### src/rtl/seg_scan.sv
// Multiplexed 4-digit seven-segment scanner with per-frame shadowing of dat/dp.
// Optional leading-zero blanking is enabled by defining SEG_SCAN_LZB_EN.
module seg_scan #(
  parameter int DWELL = 1
) (
  input  logic        clk,
  input  logic        rst,
  input  logic        ce1ms,
  input  logic        en,
  input  logic [15:0] dat,
  input  logic [3:0]  dp,
  output logic [6:0]  seg,
  output logic        seg_p,
  output logic [3:0]  an,
  output logic        frame
);

  typedef enum logic {ST_IDLE, ST_SCAN} state_t;

  localparam logic [3:0] DWELL_LAST = 4'(DWELL - 1);

  state_t      state_q, state_d;
  logic [3:0]  dwell_q, dwell_d;
  logic [1:0]  dig_q, dig_d;
  logic [19:0] shadow_q, shadow_d;
  logic        frame_q, frame_d;
  logic [6:0]  seg_q, seg_d;
  logic        segp_q, segp_d;
  logic [3:0]  an_q, an_d;

  logic        strobe;
  logic [15:0] shDat;
  logic [3:0]  nib;
  logic        blankLead;

  function automatic logic [6:0] hex7(input logic [3:0] n);
    case (n)
      4'h0: hex7 = 7'h40;
      4'h1: hex7 = 7'h79;
      4'h2: hex7 = 7'h24;
      4'h3: hex7 = 7'h30;
      4'h4: hex7 = 7'h19;
      4'h5: hex7 = 7'h12;
      4'h6: hex7 = 7'h02;
      4'h7: hex7 = 7'h78;
      4'h8: hex7 = 7'h00;
      4'h9: hex7 = 7'h10;
      4'hA: hex7 = 7'h08;
      4'hB: hex7 = 7'h03;
      4'hC: hex7 = 7'h46;
      4'hD: hex7 = 7'h21;
      4'hE: hex7 = 7'h06;
      default: hex7 = 7'h0E;
    endcase
  endfunction

  assign strobe = ce1ms & en;
  assign shDat  = shadow_q[19:4];
  assign nib    = shDat[{dig_q, 2'b00} +: 4];

  // The first strobe after reset only captures a frame; later strobes count dwell and advance.
  always_comb begin
    state_d  = state_q;
    dwell_d  = dwell_q;
    dig_d    = dig_q;
    shadow_d = shadow_q;
    frame_d  = 1'b0;
    if (strobe) begin
      case (state_q)
        ST_IDLE: begin
          state_d  = ST_SCAN;
          shadow_d = {dat, dp};
          dig_d    = 2'd0;
          dwell_d  = 4'd0;
        end
        ST_SCAN: begin
          if (dwell_q == DWELL_LAST) begin
            dwell_d = 4'd0;
            dig_d   = dig_q + 2'd1;
            if (dig_q == 2'd3) begin
              shadow_d = {dat, dp};
              frame_d  = 1'b1;
            end
          end else begin
            dwell_d = dwell_q + 4'd1;
          end
        end
        default: state_d = ST_IDLE;
      endcase
    end
  end

`ifdef SEG_SCAN_LZB_EN
  always_comb begin
    case (dig_q)
      2'd1:    blankLead = (shDat[15:4] == 12'h000);
      2'd2:    blankLead = (shDat[15:8] == 8'h00);
      2'd3:    blankLead = (shDat[15:12] == 4'h0);
      default: blankLead = 1'b0;
    endcase
  end
`else
  assign blankLead = 1'b0;
`endif

  // Outputs are built from the registered digit, so they trail a digit advance by one clock.
  always_comb begin
    seg_d  = 7'h7F;
    segp_d = 1'b1;
    an_d   = 4'hF;
    if ((state_q == ST_SCAN) && en) begin
      an_d   = ~(4'b0001 << dig_q);
      seg_d  = blankLead ? 7'h7F : hex7(nib);
      segp_d = ~shadow_q[dig_q];
    end
  end

  always_ff @(posedge clk) begin
    if (rst) begin
      state_q  <= ST_IDLE;
      dwell_q  <= 4'd0;
      dig_q    <= 2'd0;
      shadow_q <= 20'd0;
      frame_q  <= 1'b0;
      seg_q    <= 7'h7F;
      segp_q   <= 1'b1;
      an_q     <= 4'hF;
    end else begin
      state_q  <= state_d;
      dwell_q  <= dwell_d;
      dig_q    <= dig_d;
      shadow_q <= shadow_d;
      frame_q  <= frame_d;
      seg_q    <= seg_d;
      segp_q   <= segp_d;
      an_q     <= an_d;
    end
  end

  assign seg   = seg_q;
  assign seg_p = segp_q;
  assign an    = an_q;
  assign frame = frame_q;

endmodule

### config.mk
export PLATFORM = sky130hd
export DESIGN_NAME = seg_scan
export DESIGN_NICKNAME = d
export VERILOG_FILES = /design/src/rtl/seg_scan.sv
export SDC_FILE = /design/constraint.sdc
export NUM_CORES = 1
export LEC_CHECK = 0
export BUFFER_PORTS_ARGS = -buffer_cell sky130_fd_sc_hd__buf_2
export CORE_ASPECT_RATIO = 1.4
export CORE_MARGIN = 3
export CORE_UTILIZATION = 48
export DETAILED_ROUTE_END_ITERATION = 6
export HOLD_SLACK_MARGIN = 0.08
export PLACE_DENSITY = 0.73
export SKIP_CTS_REPAIR_TIMING = 1
export SYNTH_ARGS = -nofsm -noshare
export SYNTH_HDL_FRONTEND = slang
export SYNTH_SLANG_ARGS = --single-unit
### constraint.sdc
create_clock -name clk -period 2.48 [get_ports clk]
set_clock_uncertainty 0.15 [all_clocks]
set_input_delay 0.124 -clock clk [delete_from_list [all_inputs] [get_ports clk]]
set_output_delay 0.124 -clock clk [all_outputs]
set_load 0.02 [all_outputs]
==> run summary, run 1 <==
The flow ran to the end, and the final reports show no timing, DRC or antenna violations. The path with the worst hold slack has its endpoint at shadow_q[18]. The number of hold-slack violations in the final timing report was 0. TritonCTS built the clock tree. The share of the synthesized area in the top cell type works out to 0.448.

The logs give 0.448 for the share of the yosys chip area belonging to registers and 5 for the number of buffers created by CTS. The average footprint of a synthesized cell was 10.3 um2; the reported max-cap violation count was 0. Library cell occupying the most area in the post-synthesis netlist: sky130_fd_sc_hd__dfxtp_1.

The clock period could shrink to 2.28 ns. The tools report the required time of the worst setup path as 2.48 ns. For this run the aggregate overflow at the end of global routing stands at 0. The tightest slew margin relative to the limit is 0.557, and the count of unresolved DRC violations after routing is 0.

The worst-case IR drop observed on VDD is 435 uV. The sum of negative setup slack is 0 ns, and the post-placement cell count is 240. The worst hold path passes through 2 cells. The fraction of registers with async set or reset after synthesis was 0. The count of clock tree sinks was 40; the initial core utilization was 0.514. The first routing iteration left 19 violations.

In this run the worst path has a maximum fanout of 5. The beginning of the worst hold path is rst. By area the synthesized netlist is led by sky130_fd_sc_hd__dfxtp_1 45%, sky130_fd_sc_hd__mux2i_1 12%, sky130_fd_sc_hd__ha_1 8.4%. The final period utilization was 0.920; the maximum clock frequency was 438 MHz. The run gives 6090 um as the wire length of the first global-routing pass. The power density relative to cell area came out at 559 nW/um2. For the detailed placer's ending HPWL, the log shows 2760 um. In this run the worst setup path begins at dig_q[0].

The finished cells cover 2300 um2. Entering global routing, the biggest net connects 30 pins. The overall global routing resource usage came out at 0.178.

The number of levels the H-tree was split into was 2; the data arrival at the endpoint of the critical path was 2.28 ns. The placed instances occupy a cell area of 1990 um2. The share of post-route cells with drive strength above 1 is 0.213. The tools report the overall via count from detail_route as 1441. In this run the critical register-to-register path is captured at seg[3].

The cell with the most instances after synthesis is sky130_fd_sc_hd__dfxtp_1. Area of the core: 3470 um2. The full die area is 4500 um2, and the number of placement rows is 25. The vertical die dimension is 78.2 um. The die is 57.5 um wide. For this run, the number of standard cells in the final layout without fillers is 270.

CTS placed an instance of sky130_fd_sc_hd__clkbuf_8 at the clock tree root. Placer congestion estimate: 0.822. The via count of the first global-routing pass is 1350.

The repair_antennas step left the layout with diodes totalling 0. The worst setup path is captured at a flip-flop. Synthesized area: 1790 um2. The flip-flop and latch count after synthesis is 40, and the initial antenna violation count is 0.

The routed design has 3990 um of wire. The post-synth net total is 209. The Yosys step of the flow raised 0 warnings. The startpoint of the worst-slack reg-to-reg timing path is dig_q[0]. The standby leakage power is 0.000917 uW.

The longest clock path from root to sink contains 2 buffers. The number of cells on the worst reg-to-reg path is 5. The classification of the worst-slack hold path was input port to flip-flop. The number of distinct library cells after synthesis was 31; the number of iterations in the first detailed-routing pass was 6. The critical path startpoint category was a flip-flop.

In the routed layout, each cell is associated on average with a via count of 5.34. Setup violations remaining at the end of the flow were counted as 0. The post-synthesis cell count was 173.

The tools report the max-slew violation total from the final report as 0. The critical path class was flip-flop to flip-flop. In this run the count of I/O pins placed on the die edge is 37. Clock-pin slew was measured on the worst setup and hold paths at 0.07 ns. Residual antenna-violating net count after detailed routing: 0. In this run the register-to-register setup slack is 0.20 ns.

In the synthesized netlist, the cells that appear most often are 40 x sky130_fd_sc_hd__dfxtp_1, 24 x sky130_fd_sc_hd__nor2_1, 22 x sky130_fd_sc_hd__mux2i_1. Overall power consumption after layout is estimated at 1290 uW. The slew of the pin with the lowest slew margin was 0.662 ns. During placement, the flow inserted port buffers numbering 36. Leading register cell type out of synthesis: sky130_fd_sc_hd__dfxtp_1.

The final net count was 265; the area growth from synthesis to layout was 28.9%. In this run, synthesis inferred 0 flip-flops with an integrated enable. At the later pin of the worst-skew pair, clock insertion delay measures 0.30 ns. The wire length per cell came out at 14.8 um.

Setup repair after global routing left no endpoint under its margin.
==> through the flow <==
step                setup WS (ns)   util  hold WS (ns)
detailed placement          0.229  0.573         0.215
global route               0.0863  0.663         0.156
global placement            0.313  0.573         0.206
floorplan                  0.0572      -        0.0925
CTS                         0.215  0.599       -0.0923
finish                      0.199  0.663         0.142
==> routing by layer <==
| layer | routed length, um | part of all wire | global-route usage |
|---|---|---|---|
| met2 | 2150 | 0.54 | 0.308 |
| met3 | 198 | 0.050 | 0.0395 |
| met1 | 1490 | 0.37 | 0.187 |
| met4 | 150 | 0.038 | 0.118 |
| met5 | 0 | 0 | 0 |
==> cell usage in the layout (no fill, tap or decap), types with 3 or more instances in the layout <==
master                          instances
sky130_fd_sc_hd__buf_2                 36
sky130_fd_sc_hd__o221ai_1               4
sky130_fd_sc_hd__nor3_1                 4
sky130_fd_sc_hd__dfxtp_1               40
sky130_fd_sc_hd__inv_1                  9
sky130_fd_sc_hd__mux2i_1               22
sky130_fd_sc_hd__nand3_1                4
sky130_fd_sc_hd__mux4_1                 3
sky130_fd_sc_hd__ha_1                  12
sky130_fd_sc_hd__clkbuf_8               6
sky130_fd_sc_hd__nor2_1                24
sky130_fd_sc_hd__dlygate4sd3_1         22
sky130_fd_sc_hd__nand2_1               11
sky130_fd_sc_hd__a21oi_1                8
==> worst max-delay path, cell delays in order, from the launching register on <==
cell and delay [ns]:
sky130_fd_sc_hd__dfxtp_1 0.34, sky130_fd_sc_hd__mux4_1 0.66, sky130_fd_sc_hd__ha_1 0.29, sky130_fd_sc_hd__or2_0 0.26, sky130_fd_sc_hd__a2111oi_2 0.36, sky130_fd_sc_hd__a31oi_1 0.07
==> power by group <==
part	switching, uW	leakage [uW]	internal, uW	total [uW]
clock network	216	0.0000455	227	442
logic	80.5	0.000545	85.1	166
registers	14.4	0.000326	665	679
==> flip-flops by register name, indices dropped and copies added, names as in the netlist <==
name      cells
shadow_q     20
seg           7
an            4
dwell_q       4
dig_q         2
frame         1
seg_p         1
state_q       1
==> how the worst max path moves through the flow <==
stage | endpoint | slack, ns | depth (start not counted)
after floorplan | seg[3] | 0.06 | 6
after global placement | seg[3] | 0.31 | 5
after detailed placement | seg[3] | 0.23 | 5
after CTS | seg[3] | 0.21 | 5
after global routing | seg[3] | 0.09 | 5
final | seg[3] | 0.20 | 5
==> kinds of logic (layout without fill, tap and decap cells) <==
family                     count (synthesis)  count (layout)  share of synthesized area
and+or+nand+nor                           52              52                      0.130
buffers and inverters                     20              77                     0.0554
adders and majority gates                 12              12                     0.0841
DFF                                       40              40                      0.448
AOI/OAI and AO/OA                         19              19                     0.0743
xor gates and xnor gates                   3               3                     0.0147
muxes                                     27              27                      0.193
==> cell type report <==
class                   instances  area, um2
clock buffers                   8       90.1
multi-input cells             113        898
repair buffers                 60        428
fillers                       286       1170
flip-flops and latches         40        801
inverters                       9       33.8
well taps                      40       50.0
Note: power is estimated with default switching activity, not from simulation.
==> run 2: changes to the inputs <==
--- a/config.mk
+++ b/config.mk
@@ -5,13 +5,15 @@
 export SDC_FILE = /design/constraint.sdc
 export NUM_CORES = 1
 export LEC_CHECK = 0
+export ABC_AREA = 1
 export BUFFER_PORTS_ARGS = -buffer_cell sky130_fd_sc_hd__buf_2
 export CORE_ASPECT_RATIO = 1.4
 export CORE_MARGIN = 3
-export CORE_UTILIZATION = 48
+export CORE_UTILIZATION = 49
+export CTS_CLUSTER_DIAMETER = 30
 export DETAILED_ROUTE_END_ITERATION = 6
 export HOLD_SLACK_MARGIN = 0.08
-export PLACE_DENSITY = 0.73
+export PLACE_DENSITY = 0.74
 export SKIP_CTS_REPAIR_TIMING = 1
 export SYNTH_ARGS = -nofsm -noshare
 export SYNTH_HDL_FRONTEND = slang
==> run summary, run 2 <==
The run finished with clean final reports. For this design the total switching power over the nets is 513 uW. The sum of negative setup slack was 0 ns; the placement-stage cell area was 2160 um2. Count of buffers inserted at the top-level ports: 36.

STA classifies the critical path endpoint as a flip-flop. Number of iterations in the first detailed-routing pass: 5. The detailed router finished its first iteration with 45 violations. Dividing the detail-routed via count by the number of cells gives 4.60. For the clock network power share, the log shows 0.283. Of all cell types, the one taking the most synthesized area is sky130_fd_sc_hd__dfxtp_1. Setup violations remaining at the end of the flow were counted as 0.

The cell area that synthesis handed to floorplanning was 1970 um2. The worst setup path is launched from a flip-flop. The post-route core utilization was 0.653; the overall via count from detail_route was 1768.

After filler insertion, the fill cell instance count of the layout stands at 341. The worst flop-to-flop path endpoint was shadow_q[7]. The share of the synthesized area in the top cell type was 0.406.

TritonCTS created 5 clock buffers. The tools report the fraction of power consumed by sequential logic as 0.446. The tree is rooted in a sky130_fd_sc_hd__clkbuf_8. The final period utilization works out to 0.779.

The number of antenna diodes in the final layout is 0. IR analysis of the VDD net gives a maximum drop of 482 uV. For the overall global routing resource usage, the log shows 0.179. The worst reg-to-reg path cell count was 6; the maximum clock frequency was 518 MHz.

The signal on the critical path passes through ha_1 -> inv_1 -> nand2_1 -> nand2_2 -> nor2_1 -> nor2_1. Global routing finished with a remaining overflow of 0. In the synthesized netlist the dominant register cell turns out to be sky130_fd_sc_hd__dfxtp_1.

The initial core utilization was 0.523; the initial antenna violation count was 0. After synthesis, the cell types taking the most area are sky130_fd_sc_hd__dfxtp_1 41%, sky130_fd_sc_hd__nand2_1 18%, sky130_fd_sc_hd__nor2_1 8.8%. The required time of the worst setup path was 2.52 ns.

After detailed routing, the number of remaining DRC violations is 0. Detailed placement finished with a half-perimeter wire length of 2720 um. The critical path starts at dig_q[1]. The library cells used most frequently in the layout, excluding fill and tap cells, are 92 x sky130_fd_sc_hd__nand2_1, 46 x sky130_fd_sc_hd__nor2_1, 40 x sky130_fd_sc_hd__dfxtp_1. The worst hold path belongs to the class input port to flip-flop. The tools report the placer congestion estimate as 0.842. The peak per-stage delay on the critical path came out at 0.55 ns.

For this run, the number of Yosys warnings is 0. The residual antenna-violating net count after detailed routing came out at 0. shadow_q holds more flip-flops than any other register. Entering global routing, the biggest net connects 41 pins. For the full die area, the log shows 4830 um2. The synthesized design contains 0 enable-type register cells. Share of the yosys chip area belonging to registers: 0.406.

For flop-to-flop paths, the worst setup slack is 0.55 ns. By count the netlist is led by 92 x sky130_fd_sc_hd__nand2_1, 46 x sky130_fd_sc_hd__nor2_1, 40 x sky130_fd_sc_hd__dfxtp_1. The switching fraction of total power was 0.324; the wire length of the first global-routing pass was 6600 um. X dimension of the die: 59.6 um. After detailed routing, the average wire length per cell comes to 10.5 um. The number of primary I/O pins was 37; the via count of the first global-routing pass was 1595. The reported max-cap violation count is 0. For the number of hold-slack violations in the final timing report, the log shows 0.

The worst setup path is of the flip-flop to flip-flop kind. Counting stages on the worst path, the most repeated cell is sky130_fd_sc_hd__nor2_1. The run gives 319 as the post-synth net total. The tools report the number of levels the H-tree was split into as 2.

The tightest slew margin relative to the limit came out at 0.540. The cell with the most instances after synthesis is sky130_fd_sc_hd__nand2_1. After clock tree synthesis, the clock-pin slew on the worst setup and hold paths is 0.08 ns. At the pin with the least slew margin, the transition time is 0.688 ns. Data on the critical path arrives at its endpoint at 1.97 ns. The finished cells cover 2460 um2. The worst setup path endpoint was shadow_q[7]. The internal power of the cells was 1070 uW; the max-slew violation total from the final report was 0. The number of buffers on the longest clock path is 2. The flip-flop and latch count after synthesis is 40. The final critical path time including I/O delays and setup is 1.93 ns. Fraction of registers with async set or reset after synthesis: 0. For this design, the slowest cell found on the critical path is sky130_fd_sc_hd__dfxtp_1. The library cell used most frequently in the layout, excluding fill and tap cells, is sky130_fd_sc_hd__nand2_1. Synthesis instantiated 23 different standard cells from the library. Clock latency on the worst-skew pair, taken at its later pin, is 0.30 ns. The run gives 0.270 as the power share of the combinational group. Setup repair after global routing left no endpoint under its margin. For this design the static power due to leakage is 0.00123 uW. The share of post-route cells with drive strength above 1 works out to 0.175. The post-detailed-routing wire length is 4040 um, and the average footprint of a synthesized cell is 6.97 um2. The tools report the startpoint of the worst-slack reg-to-reg timing path as dig_q[1].

The peak fanout along the critical path came out at 40. From synthesis to final layout, the design area changed by 25.0%. Counting every instance in the synthesized netlist gives 283. The floorplan has 26 rows. TritonCTS built the clock tree. The register with the most flip-flops in the layout has 20 of them. The die is 81.1 um tall. The count of clock tree sinks came out at 40. The area of the core was 3770 um2. The power density relative to cell area is 641 nW/um2, and the final net count is 377.
run 2: cell count changes after synthesis, sizes merged, moves of 6 or more:
cell	before	now
o21ai	1	7
inv	9	34
nand2	11	97
nor2	24	47
mux2i	22	0
nand3	4	26
run 2: worst min path at each step:
stage | from | to | slack, ns | cells after the start
after floorplan | rst | dwell_q[1] | 0.08 | 1
after global placement | dp[3] | shadow_q[3] | 0.19 | 3
after detailed placement | dat[6] | shadow_q[10] | 0.20 | 3
after CTS | dat[6] | shadow_q[10] | -0.11 | 3
final | en | seg[1] | 0.09 | 4
after global routing | en | seg[5] | 0.11 | 4
run 2: area by class of cell:
type | count | area [um2] | area share
clock buffer | 7 | 86.3 | 0.0350
clock inverter | 1 | 7.51 | 0.00305
inverter | 35 | 131 | 0.0533
multi-input combinational | 200 | 981 | 0.398
sequential | 40 | 801 | 0.325
tap | 42 | 52.6 | 0.0213
timing repair buffer | 59 | 405 | 0.164
run 2: stage by stage:
step | total power (uW) | worst slack (ns) | hold WS, ns | instances
after global placement | 1110 | 0.612 | 0.193 | 355
after global routing | 1680 | 0.349 | 0.108 | 384
after CTS | 1560 | 0.581 | -0.110 | 363
after floorplan | 1040 | 0.806 | 0.0770 | 283
final | 1580 | 0.549 | 0.0890 | 384
after detailed placement | 1110 | 0.614 | 0.199 | 355
run 2: critical path, delay by kind of cell (launching register included):
family	cells	cell delay (ns)
adder cells (fa/ha/maj)	1	0.25
buffers and inverters	1	0.07
flip-flops	1	0.55
AND/OR/NAND/NOR	4	0.81
run 2: cells by family after synthesis:
| kind of cell | synth area share |
|---|---|
| flops | 0.406 |
| buf+inv | 0.0964 |
| xor+xnor | 0.00888 |
| fa+ha+maj | 0.0761 |
| simple gates | 0.363 |
| compound gates | 0.0495 |
run 2: per-layer routing:
metal | track usage | share of wire | vias up | wire, um
li1 | - | - | 973 | -
met1 | 0.195 | 0.44 | 753 | 1760
met2 | 0.326 | 0.51 | 37 | 2070
met3 | 0.0477 | 0.041 | 5 | 165
met4 | 0.0599 | 0.012 | 0 | 48
met5 | 0 | 0 | - | 0
run 2: power by group through the flow:
stage                     Combinational (uW)  Clock, uW  Sequential (uW)
final                                    427        448              705
after global routing                     500        475              708
after CTS                                400        455              705
after detailed placement                 395          0              720
after global placement                   390          0              719
after floorplan                          310          0              732
==> run 3: changes to the inputs <==
==> constraint.sdc (replaced) <==
create_clock -name clk -period 1.64 [get_ports clk]
set_clock_uncertainty 0.15 [all_clocks]
set_input_delay 0.082 -clock clk [delete_from_list [all_inputs] [get_ports clk]]
set_output_delay 0.082 -clock clk [all_outputs]
set_load 0.02 [all_outputs]
==> run summary, run 3 (synthesis gave the netlist of run 2 again) <==
The tools report the detailed placer's ending HPWL as 2800 um. The classification of the worst-slack hold path is flip-flop to flip-flop. Fill cells in the final layout number 312. The minimum setup slack after placement came out at -0.0609 ns.

The tree is rooted in a sky130_fd_sc_hd__clkbuf_8. 0 antenna diodes ended up in the layout. Clock latency on the worst-skew pair, taken at its later pin, is 0.28 ns.

The net count of the finished layout is 391. The sum of negative setup slack was 0 ns; the ratio of routed vias to standard cells was 4.66. The first detailed-routing pass ran for 4 iterations.

For the count of unresolved DRC violations after routing, the log shows 0. The final period utilization works out to 0.957. For the number of primary I/O pins, the log shows 37. The logs give 873 uV for the worst ir drop on vdd and 4830 um2 for the full die area. For the pin with the worst max-slew slack, the measured transition is 0.228 ns.

For the max-slew violation total from the final report, the log shows 0. The tools report the timing startpoint of the critical path as dig_q[0]. The run finished with clean final reports. Clock tree synthesis inserted a total of 5 buffers. The beginning of the worst hold path was dwell_q[1]. The clock transition at the registers of the reported paths was 0.07 ns.

The run gives 0.523 as the initial core utilization. The worst path in the final design needs a cycle of 1.57 ns, including I/O delays and setup. The count of buffers inserted at the top-level ports was 36. Leaving out fill and tap cells, the most frequent cell in the layout is sky130_fd_sc_hd__nand2_1.

Setup violations remaining at the end of the flow were counted as 0. The vertical die dimension came out at 81.1 um. The routed layout has 1855 vias.

After global routing the overflow that remains totals 0. After detailed routing, the total wire length is 4260 um. The post-route core utilization was 0.708; the required time of the worst setup path was 1.67 ns. The register with the most flip-flops in the layout has 20 of them.

For the maximum clock frequency, the log shows 637 MHz. The tools report the critical path startpoint category as a flip-flop. The critical path class was flip-flop to flip-flop. In this run the standard cell core region covers 3770 um2. The number of hold-slack violations in the final timing report was 0; the number of placement rows was 26.

The area growth from synthesis to layout is 35.5%. Top register by number of flip-flops: shadow_q. The overall global routing resource usage is 0.172, and the share of post-route cells with drive strength above 1 is 0.247. The worst setup path is captured at a flip-flop. The tools report the data arrival at the endpoint of the critical path as 1.59 ns.

The standby leakage power was 0.00132 uW. The initial antenna violation count came out at 0. The number of buffers on the longest clock path is 2. Once detail routing completed, the nets flagged for antenna violations numbered 0. In the final routed layout, each cell accounts on average for 10.7 um. In this run, the number of DRC markers left after iteration 0 of detailed routing was 50. TritonCTS built the clock tree.

Once placement finished, the instance area stood at 2240 um2. In this run the critical register-to-register path is launched from dig_q[0]. The tightest slew margin relative to the limit was 0.847.

Max-cap violations in this run came to 0. The logs give 0.0713 ns for the least setup slack across all paths after layout and 1583 for the via count of the first global-routing pass. In this run the worst path has a maximum fanout of 8.

Registers take 811 um2. In the layout the commonest cells are 90 x sky130_fd_sc_hd__nand2_1, 46 x sky130_fd_sc_hd__nor2_1, 36 x sky130_fd_sc_hd__dfxtp_1, 36 x sky130_fd_sc_hd__buf_2, 27 x sky130_fd_sc_hd__inv_1. From left edge to right edge, the die measures 59.6 um. The first global-routing pass estimated 6450 um of wire.

The run gives 0.852 as the placer congestion estimate. Pin count of the biggest net entering global routing: 27. The area taken by multi-input logic gates is 1020 um2. The area of all placed cells without fillers is 2670 um2. The count of clock tree sinks was 40; the power density relative to cell area was 934 nW/um2. CTS built an H-tree with a depth of 2.
==> run 3: per-stage QoR <==
step                hold WS [ns]  power (uW)  instances
floorplan                 0.0350        1580        283
global placement           0.151        1740        363
detailed placement         0.159        1750        363
CTS                       -0.144        2410        371
global route               0.372        2650        398
finish                     0.347        2500        398
==> run 3: where the power goes <==
| group | total, uW | switching, uW | internal, uW | leakage [uW] |
|---|---|---|---|---|
| Sequential | 1100 | 56.6 | 1040 | 0.000330 |
| Clock | 657 | 314 | 343 | 0.0000455 |
| Combinational | 741 | 424 | 316 | 0.000943 |
==> run 3: cell type report <==
type,instances,area share
Multi-Input combinational cell,200,0.382
Sequential cell,40,0.304
Timing Repair Buffer,73,0.211
Inverter,35,0.0501
Clock buffer,8,0.0337
Tap cell,42,0.0197
==> run 3: path summary, 6_finish.rpt <==
check	to	slack, ns	depth (start not counted)
setup / recovery	seg[1]	0.07	9
hold / removal	dwell_q[1]	0.35	2
setup reg to reg	seg[1]	0.07	9
hold reg to reg	dwell_q[1]	0.35	2
==> run 3: routing by layer <==
layer / up-vias / global-route usage / wire, um
met3: 10 / 0.0445 / 159
met2: 35 / 0.317 / 2160
met4: 0 / 0.0599 / 99
met5: - / 0 / 0
met1: 804 / 0.185 / 1840
li1: 1006 / - / -
==> run 3: critical path: stages (launching register included) <==
cell and delay [ns]:
sky130_fd_sc_hd__dfxtp_4 0.38, sky130_fd_sc_hd__inv_4 0.07, sky130_fd_sc_hd__nand2_1 0.06, sky130_fd_sc_hd__nand3_2 0.08, sky130_fd_sc_hd__nand2_4 0.07, sky130_fd_sc_hd__ha_1 0.29
sky130_fd_sc_hd__inv_1 0.08, sky130_fd_sc_hd__nor2_1 0.05, sky130_fd_sc_hd__a21oi_1 0.17, sky130_fd_sc_hd__nand2_1 0.06
